[src/rtl/fetch_unit_if.sv]
// Fetch-side bus bundle: instruction memory request/response, flush/redirect
// from the back end, and the enqueue port into the instruction queue.
interface fetch_unit_if;
  logic        flush;
  logic [31:0] redirect_pc;
  logic [31:0] imem_addr;
  logic [3:0]  imem_rmask;
  logic [31:0] imem_rdata;
  logic        imem_resp;
  logic        iq_full;
  logic        iq_enqueue;
  logic [63:0] iq_wdata;

  modport master (
    input  flush, redirect_pc, imem_rdata, imem_resp, iq_full,
    output imem_addr, imem_rmask, iq_enqueue, iq_wdata
  );

  modport slave (
    output flush, redirect_pc, imem_rdata, imem_resp, iq_full,
    input  imem_addr, imem_rmask, iq_enqueue, iq_wdata
  );
endinterface

[src/rtl/fetch_unit.sv]
// Single-outstanding instruction fetcher: issues one read, waits for the
// response, parks it in a hold buffer while the queue is full, drains stale replies after flush.
module fetch_unit #(
  parameter logic [31:0] RESET_PC = 32'h1eceb000
) (
  input  logic          clk,
  input  logic          rst_n,
  fetch_unit_if.master  bus
);

  localparam logic [1:0] S_ISSUE = 2'd0;
  localparam logic [1:0] S_WAIT  = 2'd1;
  localparam logic [1:0] S_HOLD  = 2'd2;
  localparam logic [1:0] S_DRAIN = 2'd3;

  logic [1:0]  state, state_nxt;
  logic [31:0] pc, pc_nxt;
  logic [31:0] hold, hold_nxt;
  logic [31:0] redirect;
  logic [31:0] pc_inc;
  logic [3:0]  rmask;
  logic        enq;
  logic [63:0] wdata;

  // Word alignment is forced here so pc[1:0] can never become non-zero.
  assign redirect = bus.redirect_pc & ~32'h3;
  assign pc_inc   = pc + 32'd4;

  // NOTE: every signal gets a default before the case so no path leaves one
  // unassigned, which would otherwise infer a latch.
  always_comb begin
    state_nxt = state;
    pc_nxt    = pc;
    hold_nxt  = hold;
    rmask     = 4'h0;
    enq       = 1'b0;
    wdata     = 64'h0;
    case (state)
      S_ISSUE: begin
        if (bus.flush) begin
          pc_nxt = redirect;
        end else begin
          rmask     = 4'hF;
          state_nxt = S_WAIT;
        end
      end
      S_WAIT: begin
        if (bus.flush) begin
          pc_nxt    = redirect;
          state_nxt = bus.imem_resp ? S_ISSUE : S_DRAIN;
        end else if (bus.imem_resp) begin
          if (!bus.iq_full) begin
            enq       = 1'b1;
            wdata     = {pc, bus.imem_rdata};
            pc_nxt    = pc_inc;
            state_nxt = S_ISSUE;
          end else begin
            hold_nxt  = bus.imem_rdata;
            state_nxt = S_HOLD;
          end
        end
      end
      S_HOLD: begin
        if (bus.flush) begin
          pc_nxt    = redirect;
          state_nxt = S_ISSUE;
        end else if (!bus.iq_full) begin
          enq       = 1'b1;
          wdata     = {pc, hold};
          pc_nxt    = pc_inc;
          state_nxt = S_ISSUE;
        end
      end
      default: begin
        // Stale reply from before a flush: swallow it, then resume issuing.
        if (bus.flush) pc_nxt = redirect;
        if (bus.imem_resp) state_nxt = S_ISSUE;
      end
    endcase
  end

  // NOTE: sequential state uses non-blocking assignments so every register
  // samples the pre-edge values regardless of statement order.
  always_ff @(posedge clk or negedge rst_n) begin
    if (!rst_n) begin
      state <= S_ISSUE;
      pc    <= RESET_PC;
      hold  <= 32'h0;
    end else begin
      state <= state_nxt;
      pc    <= pc_nxt;
      hold  <= hold_nxt;
    end
  end

  // State is ISSUE while reset is held, so the request is masked by rst_n
  // to keep the bus idle until the first cycle after release.
  assign bus.imem_addr  = pc;
  assign bus.imem_rmask = rst_n ? rmask : 4'h0;
  assign bus.iq_enqueue = enq;
  assign bus.iq_wdata   = wdata;

endmodule

[src/flat_wrapper.sv]
// flat-port wrapper written by rule: the top's interface ports become plain ports
module fetch_unit_flat 
#(
  parameter logic [31:0] RESET_PC = 32'h1eceb000
)
  (clk, rst_n, bus_flush, bus_redirect_pc, bus_imem_rdata, bus_imem_resp, bus_iq_full, bus_imem_addr, bus_imem_rmask, bus_iq_enqueue, bus_iq_wdata);
  fetch_unit_if bus_i ();
  input  logic clk;
  input  logic rst_n;
  input wire logic [$bits(bus_i.flush)-1:0] bus_flush;
  input wire logic [$bits(bus_i.redirect_pc)-1:0] bus_redirect_pc;
  input wire logic [$bits(bus_i.imem_rdata)-1:0] bus_imem_rdata;
  input wire logic [$bits(bus_i.imem_resp)-1:0] bus_imem_resp;
  input wire logic [$bits(bus_i.iq_full)-1:0] bus_iq_full;
  output wire logic [$bits(bus_i.imem_addr)-1:0] bus_imem_addr;
  output wire logic [$bits(bus_i.imem_rmask)-1:0] bus_imem_rmask;
  output wire logic [$bits(bus_i.iq_enqueue)-1:0] bus_iq_enqueue;
  output wire logic [$bits(bus_i.iq_wdata)-1:0] bus_iq_wdata;
  assign bus_i.flush = bus_flush;
  assign bus_i.redirect_pc = bus_redirect_pc;
  assign bus_i.imem_rdata = bus_imem_rdata;
  assign bus_i.imem_resp = bus_imem_resp;
  assign bus_i.iq_full = bus_iq_full;
  assign bus_imem_addr = bus_i.imem_addr;
  assign bus_imem_rmask = bus_i.imem_rmask;
  assign bus_iq_enqueue = bus_i.iq_enqueue;
  assign bus_iq_wdata = bus_i.iq_wdata;
  fetch_unit #(.RESET_PC(RESET_PC)) u_core (.clk(clk), .rst_n(rst_n), .bus(bus_i));
endmodule
[config.mk]
export PLATFORM = sky130hd
export DESIGN_NAME = fetch_unit_flat
export DESIGN_NICKNAME = d
export VERILOG_FILES = /design/src/rtl/fetch_unit_if.sv /design/src/rtl/fetch_unit.sv /design/src/flat_wrapper.sv
export SDC_FILE = /design/constraint.sdc
export NUM_CORES = 1
export LEC_CHECK = 0
export CORE_MARGIN = 3
export CORE_UTILIZATION = 38
export DETAILED_ROUTE_END_ITERATION = 8
export GPL_TIMING_DRIVEN = 0
export PLACE_DENSITY = 0.77
export SLEW_MARGIN = 0
export SYNTH_ARGS = -nofsm -noshare
export SYNTH_HDL_FRONTEND = slang
export SYNTH_SLANG_ARGS = --single-unit
[constraint.sdc]
create_clock -name clk -period 2.65 [get_ports clk]
set_input_delay 0.265 -clock clk [delete_from_list [all_inputs] [get_ports clk]]
set_output_delay 0.265 -clock clk [all_outputs]
set_load 0.01 [all_outputs]
=== Word-level counts from Yosys, hierarchy flattened ===
Cells that the tools add are included.

* Bits of input ports: 69
* Word-level logic and storage cells: 45
* Flip-flop bits (word level): 66
* Output and inout bits: 101

* Multiplexer cells: 29
* Eq/ne operators: 5
* $add $sub $neg: 1
* Reduce and logical (&&, ||, !) cells: 6
* Bitwise logic cells: 1

{| class="wikitable"
|+ Operators with widths
! operator !! count
|-
| 2-to-1 mux 64 bit || 5
|-
| 2-to-1 mux 32 bit || 5
|-
| case mux 64 bit (2 select lines) || 1
|-
| case mux 32 bit (2 select lines) || 1
|-
| adder 32 x 3 -> 32 bit (second input constant) || 1
|-
| 2-to-1 mux 2 bit || 8
|-
| 2-to-1 mux 4 bit || 3
|-
| AND reduction 4 bit || 2
|-
| inequality test 3 bit (second input constant) || 2
|-
| case mux 2 bit (3 select lines) || 1
|-
| 2-to-1 mux 1 bit || 4
|-
| nonzero test 4 bit || 1
|-
| nonzero test 3 bit || 1
|-
| == test 2 x 1 -> 1 bit (second input constant) || 1
|-
| == test 2 bit (second input constant) || 1
|-
| zero test 2 bit || 1
|-
| inequality test 2 bit (second input constant) || 1
|-
| case mux 1 bit (2 select lines) || 1
|-
| AND reduction 2 bit || 1
|-
| NOT 1 bit || 1
|}

=== Longest topological paths before layout ===
* Depth in word-level cells: 5
* Gate-level depth with buffers: 9

=== Worst setup path after synthesis ===
No wires, ideal clock.

* Path type: register -> register
* Start point: reg u_core.state[0]
* End point: reg u_core.pc[14] (netlist: u_core.bus.imem_addr[14])
* Setup time: 0.137 ns
* Data required time: 2.513 ns
* Stages on the path, launching flop included: 9
* Setup slack: 0.727 ns
* Data arrival time: 1.786 ns
* Cell sequence: dfrtp_1 > inv_1 > ha_1 > clkbuf_1 > nand2_1 > a21o_1 > clkbuf_1 > buf_1 > a21oi_1

* Word-level cells in the longest chain between the ends: 3
* Elaborated cells between the ends (all ways): 6
* Those cells by class: eq/ne (3); mux (1); reduce/logical (2)

{| class="wikitable"
|+ Ends and longest elaborated chain
! item !! line !! RTL
|-
| start, declared || fetch_unit.sv:16 || <nowiki>logic [1:0] state, state_nxt;</nowiki>
|-
| start signal, assigned || fetch_unit.sv:90 || <nowiki>state <= state_nxt;</nowiki>
|-
| == test 2 x 1 -> 1 bit or == test 2 bit (tied branches) || fetch_unit.sv:38 || <nowiki>case (state)</nowiki>
|-
| inequality test 3 bit (no source line) or nonzero test 3 bit (tied branches) || n/a ||
|-
| AND reduction 2 bit (no source line) || n/a ||
|-
| end signal, assigned || fetch_unit.sv:91 || <nowiki>pc <= pc_nxt;</nowiki>
|-
| end, declared || fetch_unit.sv:17 || <nowiki>logic [31:0] pc, pc_nxt;</nowiki>
|}

Several ways; a longest one is shown, not always the timed one.
A chain may end at the register's enable or synchronous reset.

=== Worst setup path after layout ===
* Start point: reg u_core.state[1]
* End point: out bus_iq_wdata[55]

* Word-level cells in the longest chain between the ends: 2
* Elaborated cells between the ends (all ways): 3
* Those cells by class: eq/ne (2); mux (1)

{| class="wikitable"
|+ Ends and longest elaborated chain
! item !! line !! RTL
|-
| == test 2 bit or == test 2 x 1 -> 1 bit (tied branches) || fetch_unit.sv:38 ||
|-
| case mux 64 bit (2 select lines) (*) || fetch_unit.sv:38 ||
|-
| end, declared || flat_wrapper.sv:18 || <nowiki>output wire logic [$bits(bus_i.iq_wdata)-1:0] bus_iq_wdata;</nowiki>
|}

Every way passes the cells marked *; elsewhere a longest branch is shown, timed or not.

==> impl_metrics.env <==
export IMPL_place_congestion=0.8847
export IMPL_synth_seq_cells=64
export IMPL_hold_path_class="input pin to asynchronous set/reset pin"
export IMPL_avgSynthCellArea_um2=9.064
export IMPL_end_kind="primary output"
export IMPL_grt_max_degree=66
export IMPL_grt_pass1_vias=4386
export IMPL_drive_above_1_share=0.1593
export IMPL_die_h_um=110.2
export IMPL_synth_top_cell_area_share=0.3155
export IMPL_start_util=0.3959
export IMPL_clkLatencyLatePin_ns=0.34
export IMPL_syn_inst=455
export IMPL_syn2layout_area_growth_pct=51.73
export IMPL_fin_util=0.6007
export IMPL_yosys_warnings=0
export IMPL_arrival_ns=2.30
export IMPL_setup_viol=0
export IMPL_post_cts_setup_buffers=0
export IMPL_cts_sinks=64
export IMPL_die_area_mm2=0.01214
export IMPL_period_share=0.9698
export IMPL_clk_pin_slew_ns=0.07
export IMPL_boundaryPins=170
export IMPL_dp_cells=757
export IMPL_vdd_drop_max_mv=0.4515
export IMPL_firstDrtPassIters=5
export IMPL_drt_iter0_markers=274
export IMPL_drc=0
export IMPL_synth_edf_count=0
export IMPL_fmax_mhz=389.1
export IMPL_period_needed_ns=2.570
export IMPL_startpoint_type="flop"
export IMPL_tightest_slew_ns=0.8403
export IMPL_clk_path_buf_depth=2
export IMPL_die_w_um=110.2
export IMPL_io_buffer_count=163
export IMPL_num_rows=37
export IMPL_netlist_area_mm2=0.004124
export IMPL_cts_resized=17
export IMPL_cts_root_buf="clkbuf_8"
export IMPL_antenna_found_initial=0
export IMPL_grt_pass1_wl_um=21690
export IMPL_diodes=0
export IMPL_ff2ff_path_depth=7
export IMPL_cp_required_ns=2.38
export IMPL_p_comb_frac=0.495
export IMPL_crit_type="flop to primary output"
export IMPL_r2r_slack_ns=0.24
export IMPL_p_switching_mw=2.390
export IMPL_seq_area_mm2=0.001617
export IMPL_grt_ovfl_total=0
export IMPL_rr_startpoint="u_core.state[1]"
export IMPL_yosysSeqAreaShare=0.3920
export IMPL_yosysUniqueCellTypes=53
export IMPL_cellInternalPower_mw=3.623
export IMPL_powerDensity_mw_per_mm2=961.0
export IMPL_cp_max_fo=10
export IMPL_finalHoldViolCount=0
export IMPL_maxSlewViolCount=0
export IMPL_wl_per_cell_um=18.15
export IMPL_relSlewSlack=0.4398
export IMPL_synth_area_top_cells="dfrtp_1 (32%), mux2_2 (9.0%), dfstp_2 (7.6%)"
export IMPL_dr_total_vias=4336
export IMPL_skew_ns=0.008655
export IMPL_wl_um=13980
export IMPL_drv_cap=0
export IMPL_track_usage=0.2264
export IMPL_synth_area_leader_cell="dfrtp_1"
export IMPL_htreeDepth=3
export IMPL_outcome="finished, final reports clean"
export IMPL_post_synth_top_count_cell="dfrtp_1"
export IMPL_multiInputGateArea_mm2=0.002344
export IMPL_fill_cells=895
export IMPL_cts_tree="done"
export IMPL_synth_common_cells="dfrtp_1 (52), a21oi_1 (37), nor2b_1 (34)"
export IMPL_async_flop_share=1.000
export IMPL_core_area_mm2=0.01042
export IMPL_cts_hold_buf=0
export IMPL_vias_per_cell=5.631
export IMPL_r2r_end="u_core.bus.imem_addr[8]"
export IMPL_seq_power_share=0.352
export IMPL_final_antenna_net_count=0
export IMPL_p_clk_frac=0.153
export IMPL_synth_main_ff_cell="dfrtp_1"
export IMPL_numCtsBuffers=9
export IMPL_dp_hpwl_um=10180
export IMPL_swShare=0.3975
export IMPL_final_nets=702
export IMPL_power_leakage_nw=2.530
export IMPL_final_cells=770
## per-stage QoR
step / hold slack (ns) / power [mW] / TNS [ns] / worst slack (ns) / instance area [µm²]
finish: 0.03513 / 6.013 / 0 / 0.08015 / 6257
global route: 0.09120 / 6.402 / -0.2156 / -0.02444 / 6257
CTS: 0.05301 / 5.952 / 0 / 0.001056 / 6195
detailed placement: 0.4185 / 4.993 / -16.82 / -0.5476 / 5934
global placement: 0.4868 / 4.887 / -68.00 / -1.634 / 5937
floorplan: -0.03059 / 3.661 / 0 / 0.7270 / 4135
## layer usage
metal,track usage,wire length (µm)
met1,0.2881,5695
met2,0.3826,6679
met3,0.03844,1281
met4,0.09059,320
met5,0,0
## cells in the final DEF (no fill, tap or decap), drive strengths merged, types with 3 or more instances in the layout
cell / n
clkdlybuf4s50: 154
nor4: 6
dfrtp: 52
a21oi: 38
o22ai: 5
o22a: 5
a31oi: 4
clkbuf: 33
nor2b: 34
mux2i: 4
mux2: 33
o311ai: 3
and4: 5
and3: 8
and2: 32
nand2: 28
a22oi: 32
buf: 21
nor2: 26
inv: 5
conb: 4
dlymetal6s2s: 8
nand4: 12
o21ai: 16
ha: 4
nor3: 4
nand3: 20
dfstp: 12
## cell type report
cell class,count,area share
Buffer,39,0.03859
Clock buffer,14,0.02919
Clock inverter,2,0.005599
Inverter,5,0.002999
Multi-Input combinational cell,347,0.3745
Sequential cell,64,0.2583
Tap cell,136,0.02719
Timing Repair Buffer,163,0.2635
## how the worst max path moves through the flow
stage               slack [ns]                       end  cells past startpoint             from
finish                    0.08          bus_iq_wdata[55]                      7  u_core.state[1]
global route             -0.02          bus_iq_wdata[54]                      7  u_core.state[1]
detailed placement       -0.55          bus_iq_wdata[57]                      9        bus_flush
CTS                      0.001          bus_iq_wdata[20]                      5  u_core.state[0]
floorplan                 0.73  u_core.bus.imem_addr[14]                      8  u_core.state[0]
global placement         -1.63         bus_imem_rmask[1]                      5            rst_n
## power by group through the flow
stage	registers, mW	logic (mW)	clock network, mW
after floorplan	2.04	1.62	0
after global placement	2.06	2.83	0
after detailed placement	2.10	2.89	0
after CTS	2.09	2.93	0.934
after global routing	2.19	3.25	0.969
final	2.11	2.98	0.919
## worst max-delay path: stages (launching register included)
cell	delay [ns]
dfrtp_1	0.38
inv_1	0.17
ha_4	0.19
and3_4	0.22
o21a_4	0.16
clkbuf_8	0.18
and2_1	0.14
clkdlybuf4s50_1	0.54
## kinds of logic after synthesis
| group | Yosys count | share of synthesized area |
|---|---|---|
| AOI/OAI and AO/OA | 123 | 0.1960 |
| buffers and inverters | 47 | 0.05400 |
| and+or+nand+nor | 179 | 0.2451 |
| other | 1 | 0.0009093 |
| DFF | 64 | 0.3920 |
| adders and majority gates | 4 | 0.01214 |
| muxes | 37 | 0.09982 |
## sequential cells by signal (all words and copies together) (netlist names)
register              count
u_core.bus.imem_addr     30
u_core.hold              32
u_core.state              2
Power figures use the tool's default switching activity.
